### src/rtl/csa_reduce_pkg.sv
// Shared sizing helpers and per-stage control record for the carry-save reducer pipeline.
package csa_reduce_pkg;

    localparam int unsigned CTRL_TAG_W = 4;

    typedef struct packed {
        logic                  valid;
        logic [CTRL_TAG_W-1:0] tag;
    } stage_ctrl_t;

    function automatic int unsigned out_w(input int unsigned width, input int unsigned num_ops);
        return width + int'($clog2(num_ops));
    endfunction

    function automatic int unsigned levels(input int unsigned num_ops);
        return int'($clog2(num_ops)) - 1;
    endfunction

endpackage

### src/rtl/csa_4to2_row.sv
// One row of W bit-slice 4:2 compressors; purely combinational, modulo 2^W.
module csa_4to2_row #(
    parameter int unsigned W = 11
) (
    input  logic [W-1:0] a,
    input  logic [W-1:0] b,
    input  logic [W-1:0] c,
    input  logic [W-1:0] d,
    output logic [W-1:0] sum,
    output logic [W-1:0] carry
);

    logic [W-1:0] m0;
    logic [W-1:0] m2;
    logic [W-1:0] e_in;
    logic [W-2:0] e_out;
    logic [W-2:0] cy;

    // e_out depends only on the slice inputs, so the lateral chain never ripples
    assign m0    = c ^ d;
    assign m2    = m0 ^ a ^ b;
    assign e_out = (m0[W-2:0] & b[W-2:0]) | (~m0[W-2:0] & d[W-2:0]);
    assign e_in  = {e_out, 1'b0};
    assign cy    = (m2[W-2:0] & e_in[W-2:0]) | (~m2[W-2:0] & a[W-2:0]);
    assign sum   = e_in ^ m2;
    assign carry = {cy, 1'b0};

endmodule

### src/rtl/csa_reduce_pipe.sv
// Pipelined multi-operand carry-save reducer with valid/ready flow control.
// Define CSA_REDUCE_CPA_EN to add a final carry-propagate stage driving out_res_o.
module csa_reduce_pipe
    import csa_reduce_pkg::*;
#(
    parameter int unsigned WIDTH   = 8,
    parameter int unsigned NUM_OPS = 8,
    parameter bit          SIGNED  = 1'b0,
    parameter int unsigned TAG_W   = CTRL_TAG_W,
    localparam int unsigned OUT_W  = out_w(WIDTH, NUM_OPS)
) (
    input  logic                     clk_i,
    input  logic                     rst_i,
    input  logic                     in_valid_i,
    output logic                     in_ready_o,
    input  logic [NUM_OPS*WIDTH-1:0] in_ops_i,
    input  logic [TAG_W-1:0]         in_tag_i,
    output logic                     out_valid_o,
    input  logic                     out_ready_i,
    output logic [OUT_W-1:0]         out_sum_o,
    output logic [OUT_W-1:0]         out_carry_o,
    output logic [TAG_W-1:0]         out_tag_o
`ifdef CSA_REDUCE_CPA_EN
    ,
    output logic [OUT_W-1:0]         out_res_o
`endif
);

    localparam int unsigned LEVELS = levels(NUM_OPS);
`ifdef CSA_REDUCE_CPA_EN
    localparam int unsigned NST = LEVELS + 1;
`else
    localparam int unsigned NST = LEVELS;
`endif

    if (NUM_OPS < 4 || (NUM_OPS & (NUM_OPS - 1)) != 0) begin : g_bad_num_ops
        $error("csa_reduce_pipe: NUM_OPS must be a power of two and >= 4");
    end
    if (TAG_W != CTRL_TAG_W) begin : g_bad_tag_w
        $error("csa_reduce_pipe: TAG_W must equal csa_reduce_pkg::CTRL_TAG_W");
    end

    stage_ctrl_t          ctrl_q [NST];
    logic [NST:0]         load;
    logic [NST-1:0]       up_valid;
    logic [NST-1:0]       xfer;
    logic [TAG_W-1:0]     up_tag [NST];
    logic [NUM_OPS*OUT_W-1:0] ext_ops;
    logic [OUT_W-1:0]     tree_sum;
    logic [OUT_W-1:0]     tree_carry;

    // Load chain runs back from out_ready_i so empty stages accept even under stall
    always_comb begin
        up_valid[0] = in_valid_i;
        up_tag[0]   = in_tag_i;
        for (int s = 1; s < int'(NST); s++) begin
            up_valid[s] = ctrl_q[s-1].valid;
            up_tag[s]   = ctrl_q[s-1].tag;
        end
        load[NST] = out_ready_i;
        for (int s = int'(NST) - 1; s >= 0; s--) begin
            load[s] = !ctrl_q[s].valid || load[s+1];
        end
        xfer = load[NST-1:0] & up_valid;
    end

    always_ff @(posedge clk_i) begin
        if (rst_i) begin
            for (int s = 0; s < int'(NST); s++) ctrl_q[s] <= '0;
        end else begin
            for (int s = 0; s < int'(NST); s++) begin
                if (load[s]) ctrl_q[s].valid <= up_valid[s];
                if (xfer[s]) ctrl_q[s].tag   <= up_tag[s];
            end
        end
    end

    for (genvar k = 0; k < int'(NUM_OPS); k++) begin : g_ext
        if (SIGNED) begin : g_sx
            assign ext_ops[k*OUT_W +: OUT_W] =
                {{(OUT_W-WIDTH){in_ops_i[k*WIDTH+WIDTH-1]}}, in_ops_i[k*WIDTH +: WIDTH]};
        end else begin : g_zx
            assign ext_ops[k*OUT_W +: OUT_W] = {{(OUT_W-WIDTH){1'b0}}, in_ops_i[k*WIDTH +: WIDTH]};
        end
    end

    // Each level halves the vector count: groups of four become sum/carry pairs
    for (genvar l = 1; l <= int'(LEVELS); l++) begin : g_lvl
        localparam int unsigned NI = NUM_OPS >> (l - 1);
        localparam int unsigned NO = NI / 2;

        logic [NI*OUT_W-1:0] vin;
        logic [NO*OUT_W-1:0] vnext;
        logic [NO*OUT_W-1:0] vq;

        if (l == 1) begin : g_src
            assign vin = ext_ops;
        end else begin : g_src
            assign vin = g_lvl[l-1].vq;
        end

        for (genvar g = 0; g < int'(NI / 4); g++) begin : g_grp
            csa_4to2_row #(.W(OUT_W)) u_row (
                .a     (vin[(4*g+0)*OUT_W +: OUT_W]),
                .b     (vin[(4*g+1)*OUT_W +: OUT_W]),
                .c     (vin[(4*g+2)*OUT_W +: OUT_W]),
                .d     (vin[(4*g+3)*OUT_W +: OUT_W]),
                .sum   (vnext[(2*g+0)*OUT_W +: OUT_W]),
                .carry (vnext[(2*g+1)*OUT_W +: OUT_W])
            );
        end

        always_ff @(posedge clk_i) begin
            if (rst_i)            vq <= '0;
            else if (xfer[l-1])   vq <= vnext;
        end

        if (l == int'(LEVELS)) begin : g_last
            assign tree_sum   = vq[OUT_W-1:0];
            assign tree_carry = vq[2*OUT_W-1:OUT_W];
        end
    end

`ifdef CSA_REDUCE_CPA_EN
    logic [OUT_W-1:0] sum_q;
    logic [OUT_W-1:0] carry_q;
    logic [OUT_W-1:0] res_q;

    // Resolve stage keeps the carry-save pair alongside the result
    always_ff @(posedge clk_i) begin
        if (rst_i) begin
            sum_q   <= '0;
            carry_q <= '0;
            res_q   <= '0;
        end else if (xfer[LEVELS]) begin
            sum_q   <= tree_sum;
            carry_q <= tree_carry;
            res_q   <= tree_sum + tree_carry;
        end
    end

    assign out_sum_o   = sum_q;
    assign out_carry_o = carry_q;
    assign out_res_o   = res_q;
`else
    assign out_sum_o   = tree_sum;
    assign out_carry_o = tree_carry;
`endif

    assign in_ready_o  = load[0];
    assign out_valid_o = ctrl_q[NST-1].valid;
    assign out_tag_o   = ctrl_q[NST-1].tag;

endmodule

### config.mk
export PLATFORM = sky130hd
export DESIGN_NAME = csa_reduce_pipe
export DESIGN_NICKNAME = d
export VERILOG_FILES = /design/src/rtl/csa_reduce_pkg.sv /design/src/rtl/csa_4to2_row.sv /design/src/rtl/csa_reduce_pipe.sv
export SDC_FILE = /design/constraint.sdc
export NUM_CORES = 1
export LEC_CHECK = 0
export BUFFER_PORTS_ARGS = -buffer_cell sky130_fd_sc_hd__buf_2
export CAP_MARGIN = 20
export CORE_AREA = 5 5 100 102
export CTS_CLUSTER_SIZE = 40
export DETAILED_ROUTE_END_ITERATION = 7
export DIE_AREA = 0 0 105 107
export HOLD_SLACK_MARGIN = 0.02
export PLACE_DENSITY = 0.74
export SLEW_MARGIN = 20
export SYNTH_ARGS = -nofsm -noshare
export SYNTH_HDL_FRONTEND = slang
export SYNTH_HIERARCHICAL = 1
export SYNTH_SLANG_ARGS = --single-unit
### constraint.sdc
create_clock -name clk_i -period 1.6 [get_ports clk_i]
set_clock_uncertainty 0.15 [all_clocks]
set_input_delay 0.08 -clock clk_i [delete_from_list [all_inputs] [get_ports clk_i]]
set_output_delay 0.08 -clock clk_i [all_outputs]
set_load 0.03 [all_outputs]
* Yosys cells after proc, flatten, opt, wreduce, memory -nomap -nowiden
Memories as Yosys holds them, arrays and structs flattened.
Cells that the tools add are included.
** Storage, ports and cells
- Memories kept :: 1
- Bits in registers :: 63
- Memory bits (writable) :: 10
- ROM bits :: 0
- Word-level logic and storage cells :: 66
- Bits in latches :: 0
** Cells by class
- Multiplexer cells :: 18
- Div/mod/pow operators :: 0
- $mul :: 0
- Add/sub/neg operators :: 0
- Bitwise gates (word level) :: 41
- Shift-type cells :: 0
- Magnitude comparators :: 0
- Equal/unequal tests :: 0
- Reductions and logical operators :: 4
** Memory list
- ctrl_q :: words 2, width 5, rd ports 2, clocked after memory_dff 0, write ports 2, line csa_reduce_pipe.sv:43 : stage_ctrl_t ctrl_q [NST];
** Operators by type and width (count)
- $xor 11x11->11 :: 6
- $and 10x10->10 :: 6
- $and 10x8->10 :: 6
- $not 10->10 :: 6
- $or 10x10->10 :: 6
- $xor 11x8->11 :: 4
- $mux 1 :: 16
- $xor 8x8->8 :: 2
- $mux 4 :: 2
- $or 1x1->1 :: 4
- $and 2x2->2 :: 1
- $logic_not 1->1 :: 2
- $logic_or 1x1->1 :: 2

* Depth between registers and ports, before layout
An unclocked memory read counts as a cell.
- Depth after elaboration :: 9
- Depth in mapped cells :: 5

* By module
Netlist, hierarchy kept.
** Modules (own cells, without submodules)
- csa_reduce_pipe :: cells each 176, area each 2494.9 um2, times used 1
- csa_4to2_row :: cells each 83, area each 618.1 um2, times used 3

* Worst setup path after synthesis
No wires, ideal clock.
- Path type :: register to register
- Start :: mem ctrl_q[1][4] (netlist name)
- End :: mem ctrl_q[1][0] (netlist name) (enable)
- Cell stages (with the launch flop) :: 5
- Arrival time :: 1.331 ns
- Slack :: -0.185 ns
- Period minus slack after synthesis :: 1.785 ns
- Cell sequence :: edfxtp_1 and2b_1 o21ba_2 buf_2 inv_1
** RTL lines (line)
- start: declaration :: csa_reduce_pipe.sv:43

==> flow_summary.toml <==
[run_status]
outcome = "finished clean"

[floorplanning]
core_area_um2 = 9021
die_h_um = 107
pin_count = 100
dieArea_um2 = 11240
initial_core_util_pct = 48.21
rows = 35
fp.dieW_um = 105

[detailed_routing]
routedWlPerCell_um = 11.97
viasPerCell = 4.742
drcViolationCount = 0
dr_wl_met2_um = 3745
drtPass1Iterations = 4
wl_um = 8404
final_antenna_net_count = 0
highest_layer = "met4"
drtIter0Drc = 117
num_vias = 3329
wl_met1_um = 4028
met3_wirelength_um = 476

[setup_path]
required_ns = 1.51
path_delay_family = "flip-flops"
crit_path_end_kind = "flop"
reg2regPathDepth = 3
worstSetupPathType = "flop to flop"
cpMaxStageDelayCell = "edfxtp_1"
cp_num_cells = 3
cp_num_buf_inv = 1
slowest_delay_ns = 0.44
path_max_fanout = 23
cp.arrival_ns = 1.46
crit_path_start_kind = "flop"
cp_cell_sequence = "and2b_2, o21ba_4, inv_4"

[clock_tree]
clockBufferDepth = 2
ctsResizeCount = 0
cts-htree-levels = 3
cts.sinks = 76
path_clk_slew_ns = 0.07
cts_buffers = 9
insertion_delay_ns = 0.35
cts_tree = "yes"
cts_root_buf = "clkbuf_8"

[power_and_ir_drop]
leakage_nw = 2.443
p_sw_mw = 1.554
p_int_mw = 3.475
total_power_mw = 5.029
seq_power_share_pct = 45.2
pwr-share-comb_pct = 29.8
ir_drop_uv = 428.3
clockPowerShare_pct = 25.0
power_density_nw_per_um2 = 925.5
netSwitchingFraction_pct = 30.90

[final_layout]
final_cell_mix = "99 x buf_2, 72 x xnor2_1, 66 x a22o_1, 66 x dfxtp_1, 57 x xor2_1"
nets = 658
area_delta_synth_final_pct = 24.94
num_antenna_cells = 0
multiInputGateArea_um2 = 2729
post-route-util_pct = 60.24
fin_area_um2 = 5434
drive_above_1_share_pct = 26.06
seq_area_um2 = 1622
fillers = 761
final_common_cell = "buf_2"

[sta]
hold_ws_ns = 0.02458
min_period_ns = 1.545
setup_violations = 0
finalCritPeriodShare_pct = 96.59
rsz0062_at_grt = "false"
hold_viol = 0
max_freq_mhz = 647.0
slew_violations = 0
worst_slack_ns = 0.05452

[placement]
dp_hpwl_um = 6588
port_buffers = 99
detailed_place.area_um2 = 5084
place.gp.congestion = 0.7661
pre_cts_ws_ns = 0.05611

[global_route]
grt_overflow = 0
grt_max_degree = 46
grt_pass1_vias = 3111
grt_pass1_wl_um = 14100
track_usage_pct = 15.13
antenna_found_initial = 0

[synthesis]
synth-edff-count = 10
syn_avg_cell_area_um2 = 10.23
synth_cells = 425
ys.flop_type = "dfxtp_1"
synth-seq-cells = 76
yosysSeqAreaShare_pct = 37.28
syn_area_um2 = 4349
synth_cell_types = 25
ys_async_sr_fraction_pct = 0
yosysWarnings = 6

[run]
maxCapViolCount = 0

[min_path]
hp-class = "input pin to flop"
whs_path_depth = 4
cells in the mapped netlist, types with 2 or more instances:
cell	count	area, µm²
xnor2_1	72	630.6
a22o_1	66	578.1
dfxtp_1	66	1321
xor2_1	57	499.2
a21oi_1	28	140.1
maj3_2	27	304.0
nand2_1	27	101.4
nor2_1	27	101.4
buf_6	11	123.9
edfxtp_1	10	300.3
and2_1	8	50.05
conb_1	4	15.01
buf_4	3	22.52
inv_1	3	11.26
maj3_1	3	30.03
nor2b_1	3	18.77
buf_2	2	10.01
power by group through the flow:
stage	sequential [mW]	clock (mW)	combinational, mW
finish	2.27	1.26	1.50
global route	2.30	1.38	1.65
CTS	2.27	1.30	1.50
detailed placement	2.32	0	1.46
global placement	2.31	0	1.43
floorplan	2.38	0	1.05
logic make-up after synthesis:
family	share of synthesized area, %
AO/OA/AOI/OAI	17.12
XOR/XNOR	25.98
adder cells (fa/ha/maj)	7.681
buffers and inverters	3.855
flip-flops	37.28
other	0.3451
AND/OR/NAND/NOR	7.739
timing repair:
item / CTS / global route
buffers inserted: 0 / 0
hold buffers: 18 / 0
endpoints found under the hold margin: 21 / 0
flip-flops by register name (all words and copies together) (netlist names):
register  count
ctrl_q       10
g_lvl.vq     66
worst reg2reg max path: stages, from the launching register on:
cell	delay, ns
edfxtp_1	0.44
and2b_2	0.27
o21ba_4	0.30
inv_4	0.11
per-stage QoR:
| stage | setup TNS (ns) | instances |
|---|---|---|
| finish | 0 | 702 |
| detailed placement | 0 | 668 |
| global placement | 0 | 668 |
| floorplan | -3.711 | 468 |
| global route | 0 | 702 |
| CTS | 0 | 702 |
per-layer routing:
layer	GRT usage, %	vias up
met2	23.70	80
li1	-	1755
met4	5.388	0
met3	3.432	15
met5	0	-
met1	20.46	1479
final timing paths:
kind,from,to,slack [ns]
worst min register to register,g_lvl[2].vq[11],g_lvl[2].vq[11],0.32
worst max register to register,ctrl_q[1][4],ctrl_q[1][1],0.05
worst min-delay path,in_ops_i[3],g_lvl[1].vq[15],0.02
worst max-delay path,ctrl_q[1][4],ctrl_q[1][1],0.05
area by class of cell:
| class | instances | area share [%] |
|---|---|---|
| clock buffer | 12 | 2.671 |
| sequential | 76 | 29.84 |
| timing repair buffer | 123 | 13.95 |
| tap | 111 | 2.556 |
| clock inverter | 4 | 0.4605 |
| multi-input combinational | 373 | 50.22 |
| inverter | 3 | 0.2993 |
Power figures use the tool's default switching activity.
